$ cat src/rtl/atc_pkg.sv
// atc_pkg: shared mode encoding, beat metadata and helpers for the approximate tree compressor
package atc_pkg;
  typedef enum logic [1:0] {
    ATC_APPROX = 2'd0,
    ATC_VCOMP  = 2'd1,
    ATC_EXACT  = 2'd2
  } atc_mode_t;
  typedef struct packed {
    logic      valid;
    atc_mode_t mode;
  } atc_meta_t;
  function automatic int unsigned popcount(input logic [63:0] x);
    popcount = 0;
    for (int i = 0; i < 64; i++) popcount += 32'(x[i]);
  endfunction
  // reserved mode 3 is folded onto APPROX at the pipe entry so later stages only see legal modes
  function automatic atc_meta_t atc_meta(input logic valid, input logic [1:0] mode);
    return '{valid: valid, mode: (mode == 2'd3) ? ATC_APPROX : atc_mode_t'(mode)};
  endfunction
endpackage

$ cat src/rtl/atc_level.sv
// atc_level: one registered level of pairwise OR/AND compression with error accumulation
module atc_level
  import atc_pkg::*;
#(
  parameter int W     = 11,
  parameter int ROWS  = 8,
  parameter int OUT_W = 14,
  parameter int CNT_W = 6
) (
  input  logic                       clk,
  input  logic                       rst,
  input  logic                       adv,
  input  logic                       prev_valid,
  input  logic [1:0]                 prev_mode,
  input  logic [ROWS-1:0][W-1:0]     prev_rows,
  input  logic [W-1:0]               prev_v,
  input  logic [CNT_W-1:0]           prev_cnt,
  input  logic [OUT_W-1:0]           prev_q,
  output logic                       valid,
  output logic [1:0]                 mode,
  output logic [ROWS/2-1:0][W-1:0]   rows,
  output logic [W-1:0]               v,
  output logic [CNT_W-1:0]           cnt,
  output logic [OUT_W-1:0]           q
);
  logic [ROWS/2-1:0][W-1:0] p_n;
  logic [W-1:0]             q_i;
  logic [W-1:0]             q_or;
  logic [CNT_W-1:0]         q_pop;
  logic [OUT_W-1:0]         q_sum;
  // compress rows 2i/2i+1 into row i; the dropped AND terms feed the error accumulators
  always_comb begin
    p_n = '0;
    q_i = '0;
    q_or = '0;
    q_pop = '0;
    q_sum = '0;
    for (int i = 0; i < ROWS / 2; i++) begin
      p_n[i] = prev_rows[2*i] | prev_rows[2*i+1];
      q_i    = prev_rows[2*i] & prev_rows[2*i+1];
      q_or   = q_or | q_i;
      q_pop  = q_pop + CNT_W'(popcount(64'(q_i)));
      q_sum  = q_sum + OUT_W'(q_i);
    end
  end
  // level register: loads bubbles too on advance, holds everything on a global stall
  always_ff @(posedge clk or posedge rst) begin
    if (rst) begin
      valid <= 1'b0;
      mode  <= '0;
      rows  <= '0;
      v     <= '0;
      cnt   <= '0;
      q     <= '0;
    end else if (adv) begin
      valid <= prev_valid;
      mode  <= prev_mode;
      rows  <= p_n;
      v     <= prev_v | q_or;
      cnt   <= prev_cnt + q_pop;
      q     <= prev_q + q_sum;
    end
  end
endmodule

$ cat src/rtl/atc_pipe.sv
// atc_pipe: pipelined approximate tree compressor with per-beat approx/vcomp/exact result
module atc_pipe
  import atc_pkg::*;
#(
  parameter  int WORD_SIZE = 11,
  parameter  int PP_NUM    = 8,
  localparam int OUT_W     = WORD_SIZE + $clog2(PP_NUM),
  localparam int CNT_W     = $clog2(WORD_SIZE * PP_NUM / 2 + 1)
) (
  input  logic                             clk,
  input  logic                             rst,
  input  logic                             in_valid,
  output logic                             in_ready,
  input  logic [1:0]                       mode,
  input  logic [PP_NUM-1:0][WORD_SIZE-1:0] D,
  output logic                             out_valid,
  input  logic                             out_ready,
  output logic [1:0][WORD_SIZE-1:0]        P,
  output logic [WORD_SIZE-1:0]             V,
  output logic [CNT_W-1:0]                 err_cnt,
  output logic [OUT_W-1:0]                 sum
);
  localparam int L   = $clog2(PP_NUM) - 1;
  localparam int TOP = 2 * PP_NUM - 4;
  logic                                 adv;
  atc_meta_t                            m0;
  logic [2*PP_NUM-3:0][WORD_SIZE-1:0]   tree;
  logic [L:0]                           valid_s;
  logic [L:0][1:0]                      mode_s;
  logic [L:0][WORD_SIZE-1:0]            v_s;
  logic [L:0][CNT_W-1:0]                cnt_s;
  logic [L:0][OUT_W-1:0]                q_s;
  logic [OUT_W-1:0]                     base;
  assign adv        = out_ready | ~out_valid;
  assign in_ready   = adv;
  assign m0         = atc_meta(in_valid, mode);
  assign tree[PP_NUM-1:0] = D;
  assign valid_s[0] = m0.valid;
  assign mode_s[0]  = m0.mode;
  assign v_s[0]     = '0;
  assign cnt_s[0]   = '0;
  assign q_s[0]     = '0;
  for (genvar k = 0; k < L; k++) begin : g_lvl
    localparam int ROWS = PP_NUM >> k;
    localparam int OFF  = 2 * PP_NUM - 2 * ROWS;
    atc_level #(.W(WORD_SIZE), .ROWS(ROWS), .OUT_W(OUT_W), .CNT_W(CNT_W)) u_lvl (
      .clk        (clk),
      .rst        (rst),
      .adv        (adv),
      .prev_valid (valid_s[k]),
      .prev_mode  (mode_s[k]),
      .prev_rows  (tree[OFF +: ROWS]),
      .prev_v     (v_s[k]),
      .prev_cnt   (cnt_s[k]),
      .prev_q     (q_s[k]),
      .valid      (valid_s[k+1]),
      .mode       (mode_s[k+1]),
      .rows       (tree[OFF+ROWS +: ROWS/2]),
      .v          (v_s[k+1]),
      .cnt        (cnt_s[k+1]),
      .q          (q_s[k+1])
    );
  end
  assign base = OUT_W'(tree[TOP]) + OUT_W'(tree[TOP+1]);
  // final add stage: adding q_acc back restores the exact sum, adding V is the cheap compensation
  always_ff @(posedge clk or posedge rst) begin
    if (rst) begin
      out_valid <= 1'b0;
      P         <= '0;
      V         <= '0;
      err_cnt   <= '0;
      sum       <= '0;
    end else if (adv) begin
      out_valid <= valid_s[L];
      P         <= tree[TOP +: 2];
      V         <= v_s[L];
      err_cnt   <= cnt_s[L];
      sum       <= atc_mode_t'(mode_s[L]) == ATC_VCOMP ? base + OUT_W'(v_s[L]) :
                   atc_mode_t'(mode_s[L]) == ATC_EXACT ? base + q_s[L] : base;
    end
  end
endmodule

$ cat config.mk
export PLATFORM = sky130hd
export DESIGN_NAME = atc_pipe
export DESIGN_NICKNAME = d
export VERILOG_FILES = /design/src/rtl/atc_pkg.sv /design/src/rtl/atc_level.sv /design/src/rtl/atc_pipe.sv
export SDC_FILE = /design/constraint.sdc
export NUM_CORES = 1
export LEC_CHECK = 0
export ABC_AREA = 1
export BUFFER_PORTS_ARGS = -buffer_cell sky130_fd_sc_hd__buf_4
export CORE_MARGIN = 2
export CORE_UTILIZATION = 61
export CTS_CLUSTER_DIAMETER = 50
export DETAILED_ROUTE_END_ITERATION = 8
export HOLD_SLACK_MARGIN = 0.15
export PLACE_DENSITY = 0.82
export SYNTH_ARGS = -nofsm -noshare
export SYNTH_HDL_FRONTEND = slang
export SYNTH_SLANG_ARGS = --single-unit
$ cat constraint.sdc
create_clock -name clk -period 6.8 [get_ports clk]
set_clock_uncertainty 0.1 [all_clocks]
set_input_delay 0.34 -clock clk [delete_from_list [all_inputs] [get_ports clk]]
set_output_delay 0.34 -clock clk [all_outputs]
set_load 0.1 [all_outputs]
Word level (Yosys, flattened, before mapping)
Index checks and enable logic that the tools add are counted.
{"block": "totals", "reg_bits": 188, "inputBits": 94, "elab_cells": 120}
{"block": "op_classes", "addsub": 73, "eq_ne": 3, "mux": 3, "bitwise": 19}
{"operator": "adder 6 x 1 -> 6 bit", "n": 54}
{"operator": "bitwise OR 11 bit", "n": 11}
{"operator": "bitwise AND 11 bit", "n": 6}
{"operator": "adder 11 x 11 -> 12 bit", "n": 3}
{"operator": "adder 6 bit", "n": 5}
{"operator": "adder 14 x 11 -> 14 bit", "n": 2}
{"operator": "two-way mux 14 bit", "n": 2}
{"operator": "adder 12 x 14 -> 14 bit", "n": 1}
{"operator": "adder 14 bit", "n": 1}
{"operator": "adder 12 x 11 -> 13 bit", "n": 1}
{"operator": "adder 1 x 1 -> 2 bit", "n": 6}
{"operator": "== test 2 bit (second input constant)", "n": 2}
{"operator": "== test 2 x 1 -> 1 bit (second input constant)", "n": 1}
{"operator": "two-way mux 2 bit", "n": 1}
{"operator": "inverter 1 bit", "n": 1}
{"operator": "bitwise OR 1 bit", "n": 1}

Depth between registers and ports, before layout
{"block": "depth", "word_depth": 14, "mapped_depth": 24}

Cells and area by module
A second synthesis with hierarchy kept.
{"block": "unflattened", "cells_unflattened": 1864, "area_unflattened_um2": 14276.2}
{"mod": "atc_level (g_lvl[0].u_lvl)", "instances": 1, "cells_each": 738, "area_each_um2": 6130.9}
{"mod": "atc_pipe", "instances": 1, "cells_each": 629, "area_each_um2": 4170.2}
{"mod": "atc_level (g_lvl[1].u_lvl)", "instances": 1, "cells_each": 497, "area_each_um2": 3975.1}

Least setup slack after synthesis
Ideal clock, no wire load.
{"block": "synth_timing", "path_type": "in2reg", "from": "input port D[1] (netlist bit)", "to": "register g_lvl[0].u_lvl.cnt[4]", "setup_ns": 0.135, "t_arrival_ns": 5.399, "t_required_ns": 6.565, "path_slack_ns": 1.167, "cell_stages": 18, "path_buffers": 0, "path_cell_list": "nand2_1 > inv_1 > ha_1 > inv_1 > fa_1 > inv_1 > fa_1 > fa_1 > fa_1 > fa_1 > fa_1 > fa_1 > ha_1 > inv_1 > fa_1 > o21ai_0 > xnor2_1 > o21ai_0"}
{"block": "synth_via", "elab_chain_len": 14}
{"item": "start: declaration", "line": "atc_pipe.sv:15", "rtl": "input logic [PP_NUM-1:0][WORD_SIZE-1:0] D,"}
{"item": "bitwise AND 11 bit", "line": "atc_level.sv:40", "rtl": "q_i = prev_rows[2*i] & prev_rows[2*i+1];"}
{"item": "adder 1 x 1 -> 2 bit", "line": "atc_pkg.sv:14", "rtl": "for (int i = 0; i < 64; i++) popcount += 32'(x[i]);"}
{"item": "adder 6 x 1 -> 6 bit (9 in a row)", "line": "atc_pkg.sv:14"}
{"item": "adder 6 bit (3 in a row)", "line": "atc_level.sv:42", "rtl": "q_pop = q_pop + CNT_W'(popcount(64'(q_i)));"}
{"item": "end signal: assignment", "line": "atc_level.sv:60", "rtl": "cnt <= prev_cnt + q_pop;"}
{"item": "end: declaration", "line": "atc_level.sv:23", "rtl": "output logic [CNT_W-1:0] cnt,"}
No other way between the ends.
A chain may end at the register's enable or synchronous reset.

Worst setup path in the final report
{"block": "layout_timing", "from": "input port D[0] (netlist bit)", "to": "register g_lvl[0].u_lvl.cnt[4]"}
The elaborated chain is that of the path after synthesis.

==> impl_metrics.toml <==
[synthesis]
synth-edff-count = 0
netlist_instances = 1832
synth.distinct_cells = 44
seq_area_frac_synth_pct = 32.9
synth-async-reset-ratio_pct = 100
synth_nets = 2126
avgSynthCellArea_um2 = 7.77
yosysWarningCount = 0
synth_flop_cell = "dfrtp_1"
ys_ff_latch = 187
syn-cell-area_um2 = 14200

[grt]
grt_pass1_vias = 13197
antenna_found_initial = 1
overflow = 0
grt_pass1_wl_mm = 70.4
track_usage_pct = 37.9
grt_max_degree = 200

[routing]
dr.pass1.iters = 8
ant_nets = 0
num_vias = 13322
wl_met3_mm = 3.01
drc_errors = 0
top_layer_used = "met5"
viasPerCell = 5.61
wl_mm = 44.4
drt-initial-drc-count = 1284
wire_per_inst_um = 18.7
met1_length_mm = 17.8
route.met2.wl_mm = 20.9

[min_path]
min_from = "D[42]"
hold_path.class = "in -> reg"
whs_path_depth = 3

[die]
start_util_pct = 62.5
fp.dieArea_um2 = 24600
dieHeight_um = 157
design.core.area_um2 = 22800
rows = 55
fp.dieW_um = 157
io_pins = 149

[clocking]
htree_levels = 4
clk_latency_ns = 0.45
clk_pin_slew_worst_paths_ns = 0.08
cts_resized = 0
cts_tree = "yes"
cts_buffer_depth = 2
clk_root_buffer_cell = "clkbuf_16"
postCtsSetupRepairBufs = 0
clock_sinks = 187
cts_made_buffers = 17

[setup_path]
critPathCaptureType = "flop"
r2r_start = "g_lvl[0].u_lvl.rows[1]"
required_ns = 7.00
worstSetupStartpointType = "input port"
path_class = "in -> reg"
critPathMaxFanout = 3
worstRegToRegCells = 16
crit_start = "D[0]"
cp.arrival_ns = 6.41

[final_layout]
multi_input_area_um2 = 8250
antenna_cells = 0
seqCellArea_um2 = 4680
stdcell_count = 2376
syn_to_final_growth_pct = 20.3
fin_area_um2 = 17100
drive_above_1_share_pct = 11.7
final_nets = 2344
fill_cells = 1654

[placed_design]
gp_congestion = 0.997
dp.cells = 2253
dp_hpwl_mm = 33.4
numPortBuffers = 148
dpl_cell_area_um2 = 15600

[sta]
setup-tns-final_ns = 0
final_max_slew_viol_count = 0
whs_ns = 0.173
period_share_pct = 91.3
tightest_slew_ns = 1.12
hold_viol = 0
slew-limit-headroom_pct = 25.3
period_needed_ns = 6.21
rsz0062_at_grt = "false"
fmax_mhz = 161
setup_violations = 0

[run_status]
status = "complete, no violations"

[flow_run]
drv_cap = 0
## layout make-up
| type | count | area share [%] |
|---|---|---|
| Clock inverter | 14 | 1.11 |
| Tap cell | 313 | 2.29 |
| Clock buffer | 18 | 2.57 |
| Multi-Input combinational cell | 1311 | 48.2 |
| Timing Repair Buffer | 242 | 12.0 |
| Sequential cell | 187 | 27.3 |
| Inverter | 291 | 6.44 |
## registers in the layout, indices dropped and copies added (netlist names), 4 cells and up
signal / cells
g_lvl.u_lvl.rows: 66
g_lvl.u_lvl.q: 27
P: 22
g_lvl.u_lvl.v: 22
sum: 14
g_lvl.u_lvl.cnt: 12
V: 11
err_cnt: 6
g_lvl.u_lvl.mode: 4
## per-stage QoR
step                worst slack (ns)  util, %
global placement               0.831     68.4
CTS                            0.663     75.1
floorplan                       1.17        -
global route                   0.314     75.1
finish                         0.592     75.1
detailed placement             0.753     68.4
## cells in the mapped netlist (11+ instances only)
master    number  area (µm²)
a41oi_1       11        96.3
dfrtp_1      187        4680
o21ai_0      161         806
nand3_1       80         400
a21oi_1       53         265
a21oi_2       11        96.3
nand2_2       12        75.1
xnor2_1       14         123
inv_1        282        1060
nand2_1      453        1700
clkbuf_1      14        52.6
ha_1         134        1680
fa_1          66        1320
buf_2         25         125
o21ai_1       24         120
nor2_1       158         593
nand4_1       16         100
xor2_1        24         210
a31oi_1       25         156
## cells in the final DEF (no fill, tap or decap), types with 53 or more instances in the layout
| cell | Yosys | final |
|---|---|---|
| dfrtp_1 | 187 | 187 |
| buf_4 | 3 | 150 |
| inv_1 | 282 | 281 |
| dlygate4sd3_1 | 0 | 91 |
| a21oi_1 | 53 | 53 |
| fa_1 | 66 | 66 |
| ha_1 | 134 | 134 |
| nor2_1 | 158 | 158 |
| nand3_1 | 80 | 80 |
| o21ai_0 | 161 | 161 |
| nand2_1 | 453 | 453 |
## cell families (layout without fill, tap and decap cells)
logic type	after synthesis	count (layout)	synth area share, %
XOR/XNOR	38	38	2.34
adder cells (fa/ha/maj)	200	200	21.1
buffers and inverters	334	565	9.16
AO/OA/AOI/OAI	309	309	12.2
AND/OR/NAND/NOR	764	764	22.4
flip-flops	187	187	32.9
## metal layers
layer	GRT usage [%]	vias to the layer above
li1	-	6282
met2	62.3	618
met4	21.8	2
met3	6.15	160
met1	47.4	6260
met5	0	-
## worst max-delay path, cell delays in order
cell           delay (ns)
dlygate4sd3_1        0.54
buf_4                0.14
nand2_1              0.14
inv_1                0.11
ha_1                 0.32
inv_1                0.07
fa_1                 0.48
inv_1                0.06
fa_1                 0.51
fa_1                 0.52
fa_1                 0.53
fa_1                 0.52
fa_1                 0.52
fa_1                 0.55
ha_1                 0.17
inv_1                0.06
fa_1                 0.39
o21ai_0              0.21
xnor2_1              0.14
o21ai_0              0.10
## final timing paths
path / end / slack, ns
worst max-delay path: g_lvl[0].u_lvl.cnt[4] / 0.59
worst min-delay path: g_lvl[0].u_lvl.rows[20] / 0.17
worst max register to register: g_lvl[1].u_lvl.cnt[4] / 1.18
worst min register to register: err_cnt[4] / 0.38
max in group asynchronous: g_lvl[0].u_lvl.v[0] / 4.73
min in group asynchronous: P[13] / 0.53
## timing repair
| action | 4_1_cts | 5_1_grt |
|---|---|---|
| hold endpoints to repair | 173 | 0 |
| endpoints found under the setup margin | 0 | 0 |
| hold buffers | 91 | 0 |
Power is left out: the tool's default activity adds up to more than one toggle a clock period on the data nets, which glitch-free logic cannot reach.
